[src/rtl/alu_div_ctrl_pkg.sv]
// Shared encodings for the RV32M divide sequencer: op codes, FSM states, iteration count.
// Pure declarations; no timing or flow-control behaviour of its own.
package alu_div_ctrl_pkg;

  localparam int DIV_ITER = 32;
  localparam int CNT_W    = $clog2(DIV_ITER);

  typedef enum logic [1:0] {
    DIV_OP_DIV  = 2'b00,
    DIV_OP_DIVU = 2'b01,
    DIV_OP_REM  = 2'b10,
    DIV_OP_REMU = 2'b11
  } div_op_e;

  typedef enum logic [1:0] {
    ST_IDLE = 2'b00,
    ST_CALC = 2'b01,
    ST_FIX  = 2'b10,
    ST_DONE = 2'b11
  } div_state_e;

  function automatic logic op_is_signed(input div_op_e op);
    return ~op[0];
  endfunction

  function automatic logic op_is_rem(input div_op_e op);
    return op[1];
  endfunction

endpackage

[src/rtl/alu_div_ctrl_abs_neg.sv]
// Conditional two's-complement negate; combinational, zero latency.
// No flow control: output follows inputs every cycle.
module alu_div_ctrl_abs_neg #(
  parameter int WIDTH = 32
) (
  input  logic [WIDTH-1:0] val_i,
  input  logic             neg_i,
  output logic [WIDTH-1:0] val_o
);

  assign val_o = neg_i ? (~val_i + {{(WIDTH-1){1'b0}}, 1'b1}) : val_i;

endmodule

[src/rtl/alu_div_ctrl.sv]
// RV32M DIV/DIVU/REM/REMU sequencer driving the shared ALU; 34 cycles accept->valid, 1 for special cases.
// No queueing: start_i is only taken in IDLE, requester holds it until accepted; flush_i aborts.
module alu_div_ctrl
  import alu_div_ctrl_pkg::*;
#(
  parameter int DATA_WIDTH     = 32,
  parameter int REG_ADDR_WIDTH = 5
) (
  input  logic                      clk,
  input  logic                      rst,
  input  logic                      start_i,
  input  logic [1:0]                op_i,
  input  logic [DATA_WIDTH-1:0]     dividend_i,
  input  logic [DATA_WIDTH-1:0]     divisor_i,
  input  logic [REG_ADDR_WIDTH-1:0] rd_i,
  input  logic                      flush_i,
  output logic [DATA_WIDTH-1:0]     alu_op1_o,
  output logic [DATA_WIDTH-1:0]     alu_op2_o,
  input  logic [DATA_WIDTH-1:0]     alu_sub_i,
  input  logic                      alu_ltu_i,
  output logic                      busy_o,
  output logic                      result_valid_o,
  output logic [DATA_WIDTH-1:0]     result_o,
  output logic [REG_ADDR_WIDTH-1:0] rd_o
);

  localparam logic [DATA_WIDTH-1:0] INT_MIN = {1'b1, {(DATA_WIDTH-1){1'b0}}};

  div_state_e                state_q, state_d;
  div_op_e                   op_q, op_d;
  logic [CNT_W-1:0]          cnt_q, cnt_d;
  logic [DATA_WIDTH-1:0]     rem_q, rem_d, quo_q, quo_d, dvs_q, dvs_d;
  logic [DATA_WIDTH-1:0]     result_q, result_d;
  logic [REG_ADDR_WIDTH-1:0] tag_q, tag_d, rd_q, rd_d;
  logic                      neg_quo_q, neg_quo_d, neg_rem_q, neg_rem_d;
  logic                      busy_q, busy_d, valid_q, valid_d;

  div_op_e               op_in;
  logic                  in_signed, take, fix_neg;
  logic [DATA_WIDTH-1:0] abs_a, abs_b, shifted, fix_val, fix_res;

  assign op_in     = div_op_e'(op_i);
  assign in_signed = op_is_signed(op_in);
  assign shifted   = {rem_q[DATA_WIDTH-2:0], quo_q[DATA_WIDTH-1]};
  // R[31] set means the shifted value exceeds 2^32 > D, so the wrapped sub is still the true difference
  assign take      = rem_q[DATA_WIDTH-1] | ~alu_ltu_i;
  assign fix_val   = op_is_rem(op_q) ? rem_q : quo_q;
  assign fix_neg   = op_is_signed(op_q) & (op_is_rem(op_q) ? neg_rem_q : neg_quo_q);

  alu_div_ctrl_abs_neg #(.WIDTH(DATA_WIDTH)) u_abs_a (
    .val_i (dividend_i),
    .neg_i (in_signed & dividend_i[DATA_WIDTH-1]),
    .val_o (abs_a)
  );

  alu_div_ctrl_abs_neg #(.WIDTH(DATA_WIDTH)) u_abs_b (
    .val_i (divisor_i),
    .neg_i (in_signed & divisor_i[DATA_WIDTH-1]),
    .val_o (abs_b)
  );

  alu_div_ctrl_abs_neg #(.WIDTH(DATA_WIDTH)) u_fix (
    .val_i (fix_val),
    .neg_i (fix_neg),
    .val_o (fix_res)
  );

  always_comb begin
    state_d   = state_q;
    op_d      = op_q;
    cnt_d     = cnt_q;
    rem_d     = rem_q;
    quo_d     = quo_q;
    dvs_d     = dvs_q;
    result_d  = result_q;
    tag_d     = tag_q;
    rd_d      = rd_q;
    neg_quo_d = neg_quo_q;
    neg_rem_d = neg_rem_q;

    case (state_q)
      ST_IDLE: begin
        if (start_i) begin
          op_d = op_in;
          if (divisor_i == '0) begin
            result_d = op_is_rem(op_in) ? dividend_i : '1;
            rd_d     = rd_i;
            state_d  = ST_DONE;
          end else if (in_signed && dividend_i == INT_MIN && divisor_i == '1) begin
            result_d = op_is_rem(op_in) ? '0 : INT_MIN;
            rd_d     = rd_i;
            state_d  = ST_DONE;
          end else begin
            rem_d     = '0;
            quo_d     = abs_a;
            dvs_d     = abs_b;
            tag_d     = rd_i;
            neg_quo_d = dividend_i[DATA_WIDTH-1] ^ divisor_i[DATA_WIDTH-1];
            neg_rem_d = dividend_i[DATA_WIDTH-1];
            cnt_d     = CNT_W'(DIV_ITER - 1);
            state_d   = ST_CALC;
          end
        end
      end
      ST_CALC: begin
        rem_d = take ? alu_sub_i : shifted;
        quo_d = {quo_q[DATA_WIDTH-2:0], take};
        cnt_d = cnt_q - CNT_W'(1);
        if (cnt_q == '0) state_d = ST_FIX;
      end
      ST_FIX: begin
        result_d = fix_res;
        rd_d     = tag_q;
        state_d  = ST_DONE;
      end
      default: state_d = ST_IDLE;
    endcase

    // An abort leaves the last delivered result and tag visible
    if (flush_i) begin
      state_d  = ST_IDLE;
      result_d = result_q;
      rd_d     = rd_q;
    end

    busy_d  = (state_d == ST_CALC) || (state_d == ST_FIX);
    valid_d = (state_d == ST_DONE);
  end

  always_ff @(posedge clk) begin
    if (rst) begin
      state_q   <= ST_IDLE;
      op_q      <= DIV_OP_DIV;
      cnt_q     <= '0;
      rem_q     <= '0;
      quo_q     <= '0;
      dvs_q     <= '0;
      result_q  <= '0;
      tag_q     <= '0;
      rd_q      <= '0;
      neg_quo_q <= 1'b0;
      neg_rem_q <= 1'b0;
      busy_q    <= 1'b0;
      valid_q   <= 1'b0;
    end else begin
      state_q   <= state_d;
      op_q      <= op_d;
      cnt_q     <= cnt_d;
      rem_q     <= rem_d;
      quo_q     <= quo_d;
      dvs_q     <= dvs_d;
      result_q  <= result_d;
      tag_q     <= tag_d;
      rd_q      <= rd_d;
      neg_quo_q <= neg_quo_d;
      neg_rem_q <= neg_rem_d;
      busy_q    <= busy_d;
      valid_q   <= valid_d;
    end
  end

  assign alu_op1_o      = (state_q == ST_CALC) ? shifted : '0;
  assign alu_op2_o      = (state_q == ST_CALC) ? dvs_q : '0;
  assign busy_o         = busy_q;
  assign result_valid_o = valid_q;
  assign result_o       = result_q;
  assign rd_o           = rd_q;

endmodule
[config.mk]
export PLATFORM = sky130hd
export DESIGN_NAME = alu_div_ctrl
export DESIGN_NICKNAME = d
export VERILOG_FILES = /design/src/rtl/alu_div_ctrl_pkg.sv /design/src/rtl/alu_div_ctrl_abs_neg.sv /design/src/rtl/alu_div_ctrl.sv
export SDC_FILE = /design/constraint.sdc
export NUM_CORES = 1
export LEC_CHECK = 0
export BUFFER_PORTS_ARGS = -buffer_cell sky130_fd_sc_hd__buf_2
export CAP_MARGIN = 20
export CELL_PAD_IN_SITES_DETAIL_PLACEMENT = 0
export CELL_PAD_IN_SITES_GLOBAL_PLACEMENT = 1
export CORE_ASPECT_RATIO = 1.4
export CORE_MARGIN = 1.5
export CORE_UTILIZATION = 43
export DETAILED_ROUTE_END_ITERATION = 12
export GPL_TIMING_DRIVEN = 0
export HOLD_SLACK_MARGIN = 0.15
export PLACE_DENSITY = 0.95
export SYNTH_ARGS = -nofsm -noshare
export SYNTH_HDL_FRONTEND = slang
export SYNTH_SLANG_ARGS = --single-unit
[constraint.sdc]
create_clock -name clk -period 6.4 [get_ports clk]
set_input_delay 0.32 -clock clk [delete_from_list [all_inputs] [get_ports clk]]
set_output_delay 0.32 -clock clk [all_outputs]
set_load 0.05 [all_outputs]
==> impl_metrics.csv <==
group,metric,value,unit
pwr,ir_worst_vdd,188,µV
pwr,p_per_area,233,nW/µm²
timing,rsz0062_at_grt,"false",
run_status,status,"complete, no violations",
timing,setup-tns-final,0,ns
floorplanning,rows,64,
timing,tightest_slew,0.881,ns
timing,setup_viol_count_final,0,
route,drc,0,
clock_network,post_cts_resize_count,0,
logic_synthesis,synth_seq_cells,151,
floorplanning,die_y,179,µm
route,wl,35.7,mm
route,dr.pass1.iters,6,
timing,finalCritPeriodShare,76.0,%
global_route,grt_pass1_wl,54.1,mm
route,viasPerCell,5.75,
critical_path,rrSetupSlack,1.53,ns
logic_synthesis,ys.flop_type,"dfxtp_1",
clock_network,clock_sinks,151,
critical_path,cp_max_fo,10,
global_route,grt_usage,30.6,%
logic_synthesis,synth_edf_count,0,
critical_path,cp.arrival,5.17,ns
placed_design,hpwl,27.6,mm
finish,nets,1603,
timing,relSlewSlack,40.7,%
route,drt.antenna.violating_nets,0,
finish,final_cell_mix,"buf_2 (229), nor2_1 (209), dfxtp_1 (151)",
global_route,antenna_found_initial,2,
logic_synthesis,synth_area_per_cell,7.63,µm²
clock_network,clock_latency,0.45,ns
timing,timing.final.ws_setup,1.53,ns
floorplanning,io_pins,211,
pwr,leakage,4.66,nW
timing,hold_viol_final,0,
logic_synthesis,syn_inst,1254,
timing,finalMaxSlewViolations,0,
global_route,grt_max_degree,17,
critical_path,r2r-start,"op_q[1]",
floorplanning,die_w,129,µm
critical_path,worst_ep_required_time,6.71,ns
critical_path,cp_cell_sequence,"buf_2 > buf_1 > buf_1 > mux2i_1 > ha_1 > o21ai_1 > nor3_1 > a41oi_1 > xnor2_1 > a211oi_1 > nor3_1",
logic_synthesis,ys_seq_area_share,31.6,%
logic_synthesis,yosysWarnings,0,
placed_design,io_buffers,209,
logic_synthesis,async_flop_share,0,%
logic_synthesis,synth_area,9570,µm²
critical_path,slowest_stage,"nor3_1",
logic_synthesis,syn_nets,1369,
finish,drive_above_1_share,20.9,%
clock_network,cts_htree_levels,4,
global_route,grt_overflow,0,
worst_hold_path,hp-class,"input port to flip-flop",
critical_path,reg2reg_depth,11,
critical_path,cp-endpoint,"result_o[28]",
critical_path,critPathCaptureType,"flip-flop",
global_route,grt_pass1_vias,9969,
clock_network,numCtsBuffers,17,
critical_path,criticalPathCategory,"flip-flop to flip-flop",
route,wire_per_inst,19.8,µm
floorplanning,core_region_area,21900,µm²
clock_network,clockBufferDepth,2,
route,vias,10400,
timing,min_period,4.87,ns
route,drt_iter0_drc,869,
timing,fin_worst_skew,0.0125,ns
clock_network,root_buffer,"clkbuf_16",
floorplanning,start_util,43.8,%
pwr,power,2.72,mW
logic_synthesis,ys_types,69,
finish,areaGrowthSynthToFinish,22.2,%
finish,final_common_cell,"buf_2",
placed_design,place_congestion,1.01,
run,drv_cap,0,
critical_path,timing.rr.end,"result_o[28]",
critical_path,crit_path_start,"op_q[1]",
floorplanning,dieArea,23200,µm²
clock_network,cts.reportedPaths.clkPinSlew,0.06,ns
clock_network,cts_tree,"yes",
critical_path,max_stage_delay,0.79,ns
finish,utilization,53.5,%
placed_design,pre_cts_slack,1.77,ns
timing,clock.fmax,0.206,GHz
critical_path,start_kind,"flip-flop",
-- cells in the mapped netlist, drive strengths merged (4+ instances only) --
| master | number | area (µm²) |
|---|---|---|
| nand2b | 10 | 62.6 |
| and2 | 67 | 419 |
| dfxtp | 151 | 3020 |
| xor2 | 35 | 307 |
| xnor2 | 54 | 473 |
| a211oi | 37 | 278 |
| a21oi | 110 | 551 |
| nor4 | 15 | 130 |
| mux2 | 4 | 45.0 |
| nand2 | 130 | 488 |
| ha | 7 | 87.6 |
| nand4 | 10 | 68.8 |
| mux2i | 33 | 330 |
| inv | 19 | 71.3 |
| clkbuf | 64 | 240 |
| o41ai | 14 | 130 |
| o31ai | 19 | 148 |
| nor2 | 209 | 785 |
| o22ai | 14 | 87.6 |
| a2111oi | 20 | 300 |
| nor4b | 5 | 43.8 |
| buf | 31 | 171 |
| o21ai | 28 | 140 |
| nor2b | 9 | 56.3 |
| a311oi | 10 | 125 |
| a222oi | 11 | 110 |
| nand3 | 9 | 45.0 |
| or3 | 6 | 37.5 |
| a31oi | 15 | 93.8 |
| nor3b | 5 | 42.5 |
| or4 | 9 | 67.6 |
| nor3 | 57 | 302 |
-- area by class of cell --
cell class	count	area (µm²)
timing repair buffer	215	1110
sequential	151	3020
inverter	20	75.1
antenna	3	7.51
clock buffer	19	443
tap	297	372
multi-input combinational	988	6060
clock inverter	13	195
fill	2160	10200
buffer	95	412
-- worst max-delay path, delay by kind of cell, from the launching register on --
family	cells	cell delay (ns)
AO/OA/AOI/OAI	3	0.86
XOR/XNOR	1	0.21
adder cells (fa/ha/maj)	1	0.21
buffers and inverters	3	1.71
flip-flops	1	0.53
multiplexers	1	0.32
AND/OR/NAND/NOR	2	0.87
-- how the worst min path moves through the flow --
stage	startpoint	to	slack [ns]	cells after the start
CTS	op_i[0]	op_q[0]	0.16	3
global placement	dvs_q[28]	dvs_q[28]	0.44	2
floorplan	flush_i	state_q[0]	0.40	1
detailed placement	dvs_q[24]	dvs_q[24]	0.44	2
global route	op_i[0]	op_q[0]	0.18	3
finish	op_i[0]	op_q[0]	0.17	3
-- repair_timing --
action	4_1_cts	5_1_grt
hold buffers	6	0
setup endpoints to repair	0	0
buffers inserted	0	0
endpoints found under the hold margin	6	0
-- cells by family after synthesis --
group	after synthesis	share of synthesized area [%]
xor+xnor	89	8.15
simple gates	558	28.1
flops	151	31.6
compound gates	297	22.3
fa+ha+maj	7	0.915
mux	37	3.92
buf+inv	115	5.09
-- metrics by stage --
stage | area [µm²] | hold slack, ns | cells
6_report | 11700 | 0.169 | 1801
5_1_grt | 11700 | 0.181 | 1798
4_1_cts | 11700 | 0.160 | 1798
3_5_place_dp | 11000 | 0.442 | 1760
3_3_place_gp | 11000 | 0.436 | 1760
2_1_floorplan | 9570 | 0.398 | 1254
-- report_power, final --
part           internal, mW  leakage [nW]  switching, mW
Combinational         0.203          3.12          0.369
Sequential            0.992          1.24         0.0501
Clock                 0.669         0.306          0.440
Total                  1.86          4.66          0.859
-- metal layers --
layer / track usage (%) / vias to the layer above / routed length [µm]
li1: - / 4913 / -
met1: 34.1 / 4793 / 13100
met2: 52.2 / 520 / 17400
met3: 6.01 / 132 / 2980
met4: 19.8 / 0 / 2170
met5: 0 / - / 0
-- registers in the layout, indices dropped and copies added, names as in the netlist --
signal / count
busy_o: 1
cnt_q: 5
dvs_q: 32
neg_quo_q: 1
neg_rem_q: 1
op_q: 2
quo_q: 32
rd_o: 5
rem_q: 32
result_o: 32
result_valid_o: 1
state_q: 2
tag_q: 5
(Power assumes the default switching activity.)
